`config.mk`:
```
export PLATFORM = sky130hd
export DESIGN_NAME = oled_frame_sequencer
export DESIGN_NICKNAME = d
export VERILOG_FILES = /design/src/rtl/oled_frame_sequencer.sv
export SDC_FILE = /design/constraint.sdc
export NUM_CORES = 1
export LEC_CHECK = 0
export CAP_MARGIN = 20
export CORE_ASPECT_RATIO = 0.5
export CORE_MARGIN = 2
export CORE_UTILIZATION = 35
export DETAILED_ROUTE_END_ITERATION = 8
export RECOVER_POWER = 25
export SETUP_SLACK_MARGIN = 0.05
export SYNTH_ARGS = -nofsm -noshare
export SYNTH_HDL_FRONTEND = slang
export SYNTH_SLANG_ARGS = --single-unit
```
`constraint.sdc`:
```
create_clock -name clk -period 2.6 [get_ports clk]
set_input_delay 0.52 -clock clk [delete_from_list [all_inputs] [get_ports clk]]
set_output_delay 0.52 -clock clk [all_outputs]
set_load 0.02 [all_outputs]
```
`src/rtl/oled_frame_sequencer.sv`:
```
// SSD1306-class OLED sequencer: panel reset timing, init command replay, then
// arbitration between host command bytes and full-frame refreshes.
// Optional build macro OLED_AUTO_REFRESH_EN re-queues a frame after init and after every frame.
module oled_frame_sequencer #(
  parameter int unsigned STARTUP_DELAY = 270000,
  parameter int unsigned COLS          = 128,
  parameter int unsigned PAGES         = 8,
  parameter int unsigned FB_AW         = 10
) (
  input  logic             clk,
  input  logic             rst,
  output logic             res,
  output logic [7:0]       tx_data,
  output logic             tx_dc,
  output logic             tx_valid,
  input  logic             tx_ready,
  output logic [FB_AW-1:0] fb_addr,
  input  logic [7:0]       fb_data,
  input  logic             frame_req,
  input  logic             cmd_req,
  input  logic [7:0]       cmd_byte,
  output logic             cmd_ack,
  output logic             busy,
  output logic             frame_done
);

  // state    | meaning
  // RST_LOW  | res driven low for STARTUP_DELAY cycles
  // RST_WAIT | res released, settle for STARTUP_DELAY cycles
  // INIT     | replay the 25-byte init command list
  // IDLE     | arbitrate host command vs pending frame
  // HOST_CMD | one host command byte in flight
  // ADDR     | column/page window commands before a frame
  // FB_READ  | address presented, wait out framebuffer latency
  // STREAM   | one framebuffer byte in flight
  typedef enum logic [2:0] {
    RST_LOW, RST_WAIT, INIT, IDLE, HOST_CMD, ADDR, FB_READ, STREAM
  } state_t;

  localparam int unsigned CW = (STARTUP_DELAY > 1) ? $clog2(STARTUP_DELAY) : 1;
  localparam logic [CW-1:0]    DLY_LOAD = CW'(STARTUP_DELAY - 1);
  localparam logic [FB_AW-1:0] FB_LAST  = FB_AW'(COLS * PAGES - 1);
  localparam logic [4:0]       INIT_LAST = 5'd24;
  localparam logic [4:0]       ADDR_LAST = 5'd5;

  function automatic logic [7:0] init_rom(input logic [4:0] i);
    case (i)
      5'd0:  init_rom = 8'hAE;  5'd1:  init_rom = 8'hD5;  5'd2:  init_rom = 8'h80;
      5'd3:  init_rom = 8'hA8;  5'd4:  init_rom = 8'h3F;  5'd5:  init_rom = 8'hD3;
      5'd6:  init_rom = 8'h00;  5'd7:  init_rom = 8'h40;  5'd8:  init_rom = 8'h8D;
      5'd9:  init_rom = 8'h14;  5'd10: init_rom = 8'h20;  5'd11: init_rom = 8'h00;
      5'd12: init_rom = 8'hA1;  5'd13: init_rom = 8'hC8;  5'd14: init_rom = 8'hDA;
      5'd15: init_rom = 8'h12;  5'd16: init_rom = 8'h81;  5'd17: init_rom = 8'hCF;
      5'd18: init_rom = 8'hD9;  5'd19: init_rom = 8'hF1;  5'd20: init_rom = 8'hDB;
      5'd21: init_rom = 8'h40;  5'd22: init_rom = 8'hA4;  5'd23: init_rom = 8'hA6;
      5'd24: init_rom = 8'hAF;
      default: init_rom = 8'h00;
    endcase
  endfunction

  function automatic logic [7:0] addr_rom(input logic [4:0] i);
    case (i)
      5'd0:    addr_rom = 8'h21;
      5'd2:    addr_rom = 8'(COLS - 1);
      5'd3:    addr_rom = 8'h22;
      5'd5:    addr_rom = 8'(PAGES - 1);
      default: addr_rom = 8'h00;
    endcase
  endfunction

  state_t           state_q, state_d;
  logic [CW-1:0]    cnt_q, cnt_d;
  logic [4:0]       idx_q, idx_d;
  logic             res_q, res_d;
  logic             tx_valid_q, tx_valid_d;
  logic [7:0]       tx_data_q, tx_data_d;
  logic             tx_dc_q, tx_dc_d;
  logic [FB_AW-1:0] fb_addr_q, fb_addr_d;
  logic             rd_wait_q, rd_wait_d;
  logic             frame_done_q, frame_done_d;
  logic             pend_q, pend_d;
  logic             pend_set, pend_clr, accept;

  assign accept = tx_valid_q & tx_ready;

  always_comb begin
    state_d      = state_q;
    cnt_d        = cnt_q;
    idx_d        = idx_q;
    res_d        = res_q;
    tx_valid_d   = tx_valid_q;
    tx_data_d    = tx_data_q;
    tx_dc_d      = tx_dc_q;
    fb_addr_d    = fb_addr_q;
    rd_wait_d    = rd_wait_q;
    frame_done_d = 1'b0;
    pend_set     = frame_req;
    pend_clr     = 1'b0;
    case (state_q)
      RST_LOW: begin
        res_d = 1'b0;
        if (cnt_q == '0) begin
          state_d = RST_WAIT;
          cnt_d   = DLY_LOAD;
          res_d   = 1'b1;
        end else begin
          cnt_d = cnt_q - 1'b1;
        end
      end
      RST_WAIT: begin
        if (cnt_q == '0) begin
          state_d    = INIT;
          idx_d      = 5'd0;
          tx_valid_d = 1'b1;
          tx_data_d  = init_rom(5'd0);
          tx_dc_d    = 1'b0;
        end else begin
          cnt_d = cnt_q - 1'b1;
        end
      end
      INIT: begin
        if (accept) begin
          if (idx_q == INIT_LAST) begin
            state_d    = IDLE;
            tx_valid_d = 1'b0;
`ifdef OLED_AUTO_REFRESH_EN
            pend_set   = 1'b1;
`endif
          end else begin
            idx_d     = idx_q + 5'd1;
            tx_data_d = init_rom(idx_q + 5'd1);
          end
        end
      end
      IDLE: begin
        if (cmd_req) begin
          state_d    = HOST_CMD;
          tx_valid_d = 1'b1;
          tx_data_d  = cmd_byte;
          tx_dc_d    = 1'b0;
        end else if (pend_q) begin
          state_d    = ADDR;
          pend_clr   = 1'b1;
          idx_d      = 5'd0;
          tx_valid_d = 1'b1;
          tx_data_d  = addr_rom(5'd0);
          tx_dc_d    = 1'b0;
        end
      end
      HOST_CMD: begin
        if (accept) begin
          state_d    = IDLE;
          tx_valid_d = 1'b0;
        end
      end
      ADDR: begin
        if (accept) begin
          if (idx_q == ADDR_LAST) begin
            state_d    = FB_READ;
            tx_valid_d = 1'b0;
            fb_addr_d  = '0;
            rd_wait_d  = 1'b0;
          end else begin
            idx_d     = idx_q + 5'd1;
            tx_data_d = addr_rom(idx_q + 5'd1);
          end
        end
      end
      FB_READ: begin
        // first cycle presents the address, second captures the RAM output
        if (!rd_wait_q) begin
          rd_wait_d = 1'b1;
        end else begin
          rd_wait_d  = 1'b0;
          state_d    = STREAM;
          tx_valid_d = 1'b1;
          tx_data_d  = fb_data;
          tx_dc_d    = 1'b1;
        end
      end
      STREAM: begin
        if (accept) begin
          tx_valid_d = 1'b0;
          if (fb_addr_q == FB_LAST) begin
            state_d      = IDLE;
            fb_addr_d    = '0;
            frame_done_d = 1'b1;
`ifdef OLED_AUTO_REFRESH_EN
            pend_set     = 1'b1;
`endif
          end else begin
            state_d   = FB_READ;
            fb_addr_d = fb_addr_q + 1'b1;
          end
        end
      end
      default: state_d = RST_LOW;
    endcase
    pend_d = pend_set ? 1'b1 : (pend_clr ? 1'b0 : pend_q);
  end

  always_ff @(posedge clk) begin
    if (rst) begin
      state_q      <= RST_LOW;
      cnt_q        <= DLY_LOAD;
      idx_q        <= 5'd0;
      res_q        <= 1'b0;
      tx_valid_q   <= 1'b0;
      tx_data_q    <= 8'h00;
      tx_dc_q      <= 1'b0;
      fb_addr_q    <= '0;
      rd_wait_q    <= 1'b0;
      frame_done_q <= 1'b0;
      pend_q       <= 1'b0;
    end else begin
      state_q      <= state_d;
      cnt_q        <= cnt_d;
      idx_q        <= idx_d;
      res_q        <= res_d;
      tx_valid_q   <= tx_valid_d;
      tx_data_q    <= tx_data_d;
      tx_dc_q      <= tx_dc_d;
      fb_addr_q    <= fb_addr_d;
      rd_wait_q    <= rd_wait_d;
      frame_done_q <= frame_done_d;
      pend_q       <= pend_d;
    end
  end

  // ack in the acceptance cycle so a host dropping cmd_req on it is never re-served
  assign cmd_ack    = (state_q == HOST_CMD) & accept;
  assign busy       = (state_q != IDLE);
  assign res        = res_q;
  assign tx_valid   = tx_valid_q;
  assign tx_data    = tx_data_q;
  assign tx_dc      = tx_dc_q;
  assign fb_addr    = fb_addr_q;
  assign frame_done = frame_done_q;

endmodule
```
==> flow_summary.json <==
{
  "status": "finished clean",
  "synth.top_cells.by_count": "51 x dfxtp_1, 45 x nor2_1, 41 x nand2_1",
  "cts_hold_buf": 0,
  "finalSetupTns_ps": 0,
  "fin_total_pwr_uw": 1910,
  "rsz0062_at_grt": "no",
  "cp-start-kind": "flop",
  "use_met3": 0.0321,
  "vias": 3472,
  "hold_class": "reg2reg",
  "end_kind": "primary output",
  "min_period_ps": 2470,
  "die_h_um": 75.2,
  "diodes": 0,
  "clock_path_buffers": 2,
  "fp.coreArea_um2": 9670,
  "syn_avg_cell_area_um2": 7.79,
  "io_buffers": 44,
  "ir_drop_v": 0.000246,
  "slew_headroom": 0.564,
  "drt_iter0_drc": 175,
  "dp.cells": 636,
  "clk_latency_ps": 290,
  "wl_per_cell_um": 14.5,
  "yosysSeqAreaShare": 0.288,
  "cts_resized": 0,
  "synthTopCellsByArea": "dfxtp_1 29%, xor2_1 4.9%, o21ai_0 4.8%, nor2_1 4.8%, nand2_1 4.3%",
  "drive_gt1_frac": 0.124,
  "cts_tree": "built",
  "antenna_found_initial": 0,
  "fin_util": 0.457,
  "tightest_slew_ps": 652,
  "synth_top_area_cell": "dfxtp_1",
  "syn_inst": 456,
  "grt_util_met1": 0.235,
  "hold_depth": 2,
  "critical_path_class": "reg2out",
  "slowest_stage": "dfxtp_1",
  "yosysWarnings": 0,
  "synthToLayoutAreaGrowth_pct": 24.4,
  "totalWireLength_um": 9310,
  "busiest_layer": "met2",
  "cts_buffers": 5,
  "ios": 45,
  "cp_max_fo": 10,
  "grt_max_degree": 18,
  "postRouteAntennaNets": 0,
  "cts_setup_buffers": 0,
  "grt_pass1_wl_um": 15400,
  "drv_slew": 0,
  "grt-ovfl-total": 0,
  "met2_usage": 0.286,
  "drv_cap": 0,
  "fp-row-count": 25,
  "cp.required_ps": 2080,
  "cts.sinks": 51,
  "regToRegSetupSlack_ps": 300,
  "clkTransAtPathRegs_ps": 70,
  "setup_viol": 0,
  "final_nets": 537,
  "fmax_ghz": 0.404,
  "synth-edff-count": 0,
  "synth.most_common_cell": "dfxtp_1",
  "die_w_um": 146,
  "cp_cell_sequence": "nand2_1, or2_2, clkdlybuf4s50_1",
  "power.static_leakage_uw": 0.00161,
  "crit_arrival_ps": 1950,
  "layout.cells.non_filler": 644,
  "grt_pass1_vias": 3109,
  "hold_viol": 0,
  "grt_use_total": 0.171,
  "rr_worst_depth": 8,
  "synth_nets": 485,
  "via_per_inst": 5.39,
  "holdWs_ps": 460,
  "critical-path-max-stage-delay_ps": 580,
  "synth_top_area_frac": 0.288,
  "cts_max_level": 2,
  "cts-root-buf": "clkbuf_16",
  "period_share": 0.952,
  "finalClockSkew_ps": 5.41,
  "netlist_area_um2": 3550,
  "pwr_density_cell_nw_per_um2": 433,
  "ys_async_sr_fraction": 0,
  "synth-seq-cells": 51,
  "gp_congestion": 0.832,
  "synth_cell_type_count": 74,
  "drt_first_pass_iters": 4,
  "initial_utilization": 0.367,
  "synth_ff_type": "dfxtp_1",
  "dp_hpwl_um": 6860,
  "die_area_um2": 11000,
  "drc": 0
}
## registers in the layout, summed over array words and instances (netlist names)
name	flops
cnt_q	19
pend_q	1
tx_data	8
idx_q	5
fb_addr	10
state_q	3
tx_valid	1
res	1
frame_done	1
tx_dc	1
rd_wait_q	1
## placed cells by master, fill, tap and decap left out, types with 6 or more instances in the layout
cell / n
a211oi_1: 9
a21oi_1: 26
and2_1: 6
and3_1: 8
buf_4: 34
clkdlybuf4s50_1: 27
dfxtp_1: 51
dlygate4sd3_1: 16
ha_1: 7
inv_1: 13
nand2_1: 41
nand2b_1: 9
nand3_1: 19
nand4_1: 11
nor2_1: 45
nor2b_1: 6
nor3_1: 16
o21ai_0: 34
o31ai_1: 7
xor2_1: 20
## stage by stage
| step | area (um2) | worst slack (ps) |
|---|---|---|
| after floorplan | 3550 | 397 |
| after global placement | 4260 | 109 |
| after detailed placement | 4260 | 105 |
| after CTS | 4410 | 105 |
| after global routing | 4420 | 52.5 |
| final | 4420 | 126 |
## path summary, 6_finish.rpt
check                                 from        end
worst max-delay path            state_q[1]       busy
worst min-delay path             cnt_q[18]  cnt_q[18]
worst max register to register    cnt_q[0]   idx_q[3]
worst min register to register   cnt_q[18]  cnt_q[18]
## final cells by class
class                   instances  area [um2]
fillers                       971        5250
inverters                      13        48.8
well taps                     135         169
clock inverters                 3        22.5
flip-flops and latches         51        1020
repair buffers                 79         702
clock buffers                   5         125
multi-input cells             358        2330
## where the power goes
group	leakage (uW)	switching [uW]	total, uW	internal [uW]
Clock	0.0000746	320	683	363
Combinational	0.00112	213	379	166
Sequential	0.000413	35.3	849	813
## worst max-delay path: cells and delay by family (launching register included)
family	cells	cell delay, ps
simple gates	2	540
buf+inv	1	540
flops	1	580
## per-layer routing
metal  vias to the layer above  part of all wire
met4                         0            0.0093
met1                      1640              0.49
met3                         9             0.032
met2                        61              0.46
met5                         -                 0
li1                       1762                 -
## cell families (layout without fill, tap and decap cells)
logic type	after synthesis	count (layout)	synth area share
xor+xnor	28	28	0.0817
buf+inv	47	100	0.0588
simple gates	193	193	0.289
fa+ha+maj	8	8	0.0282
mux	7	7	0.0204
compound gates	122	122	0.235
flops	51	51	0.288
Note: power is estimated with default switching activity, not from simulation.
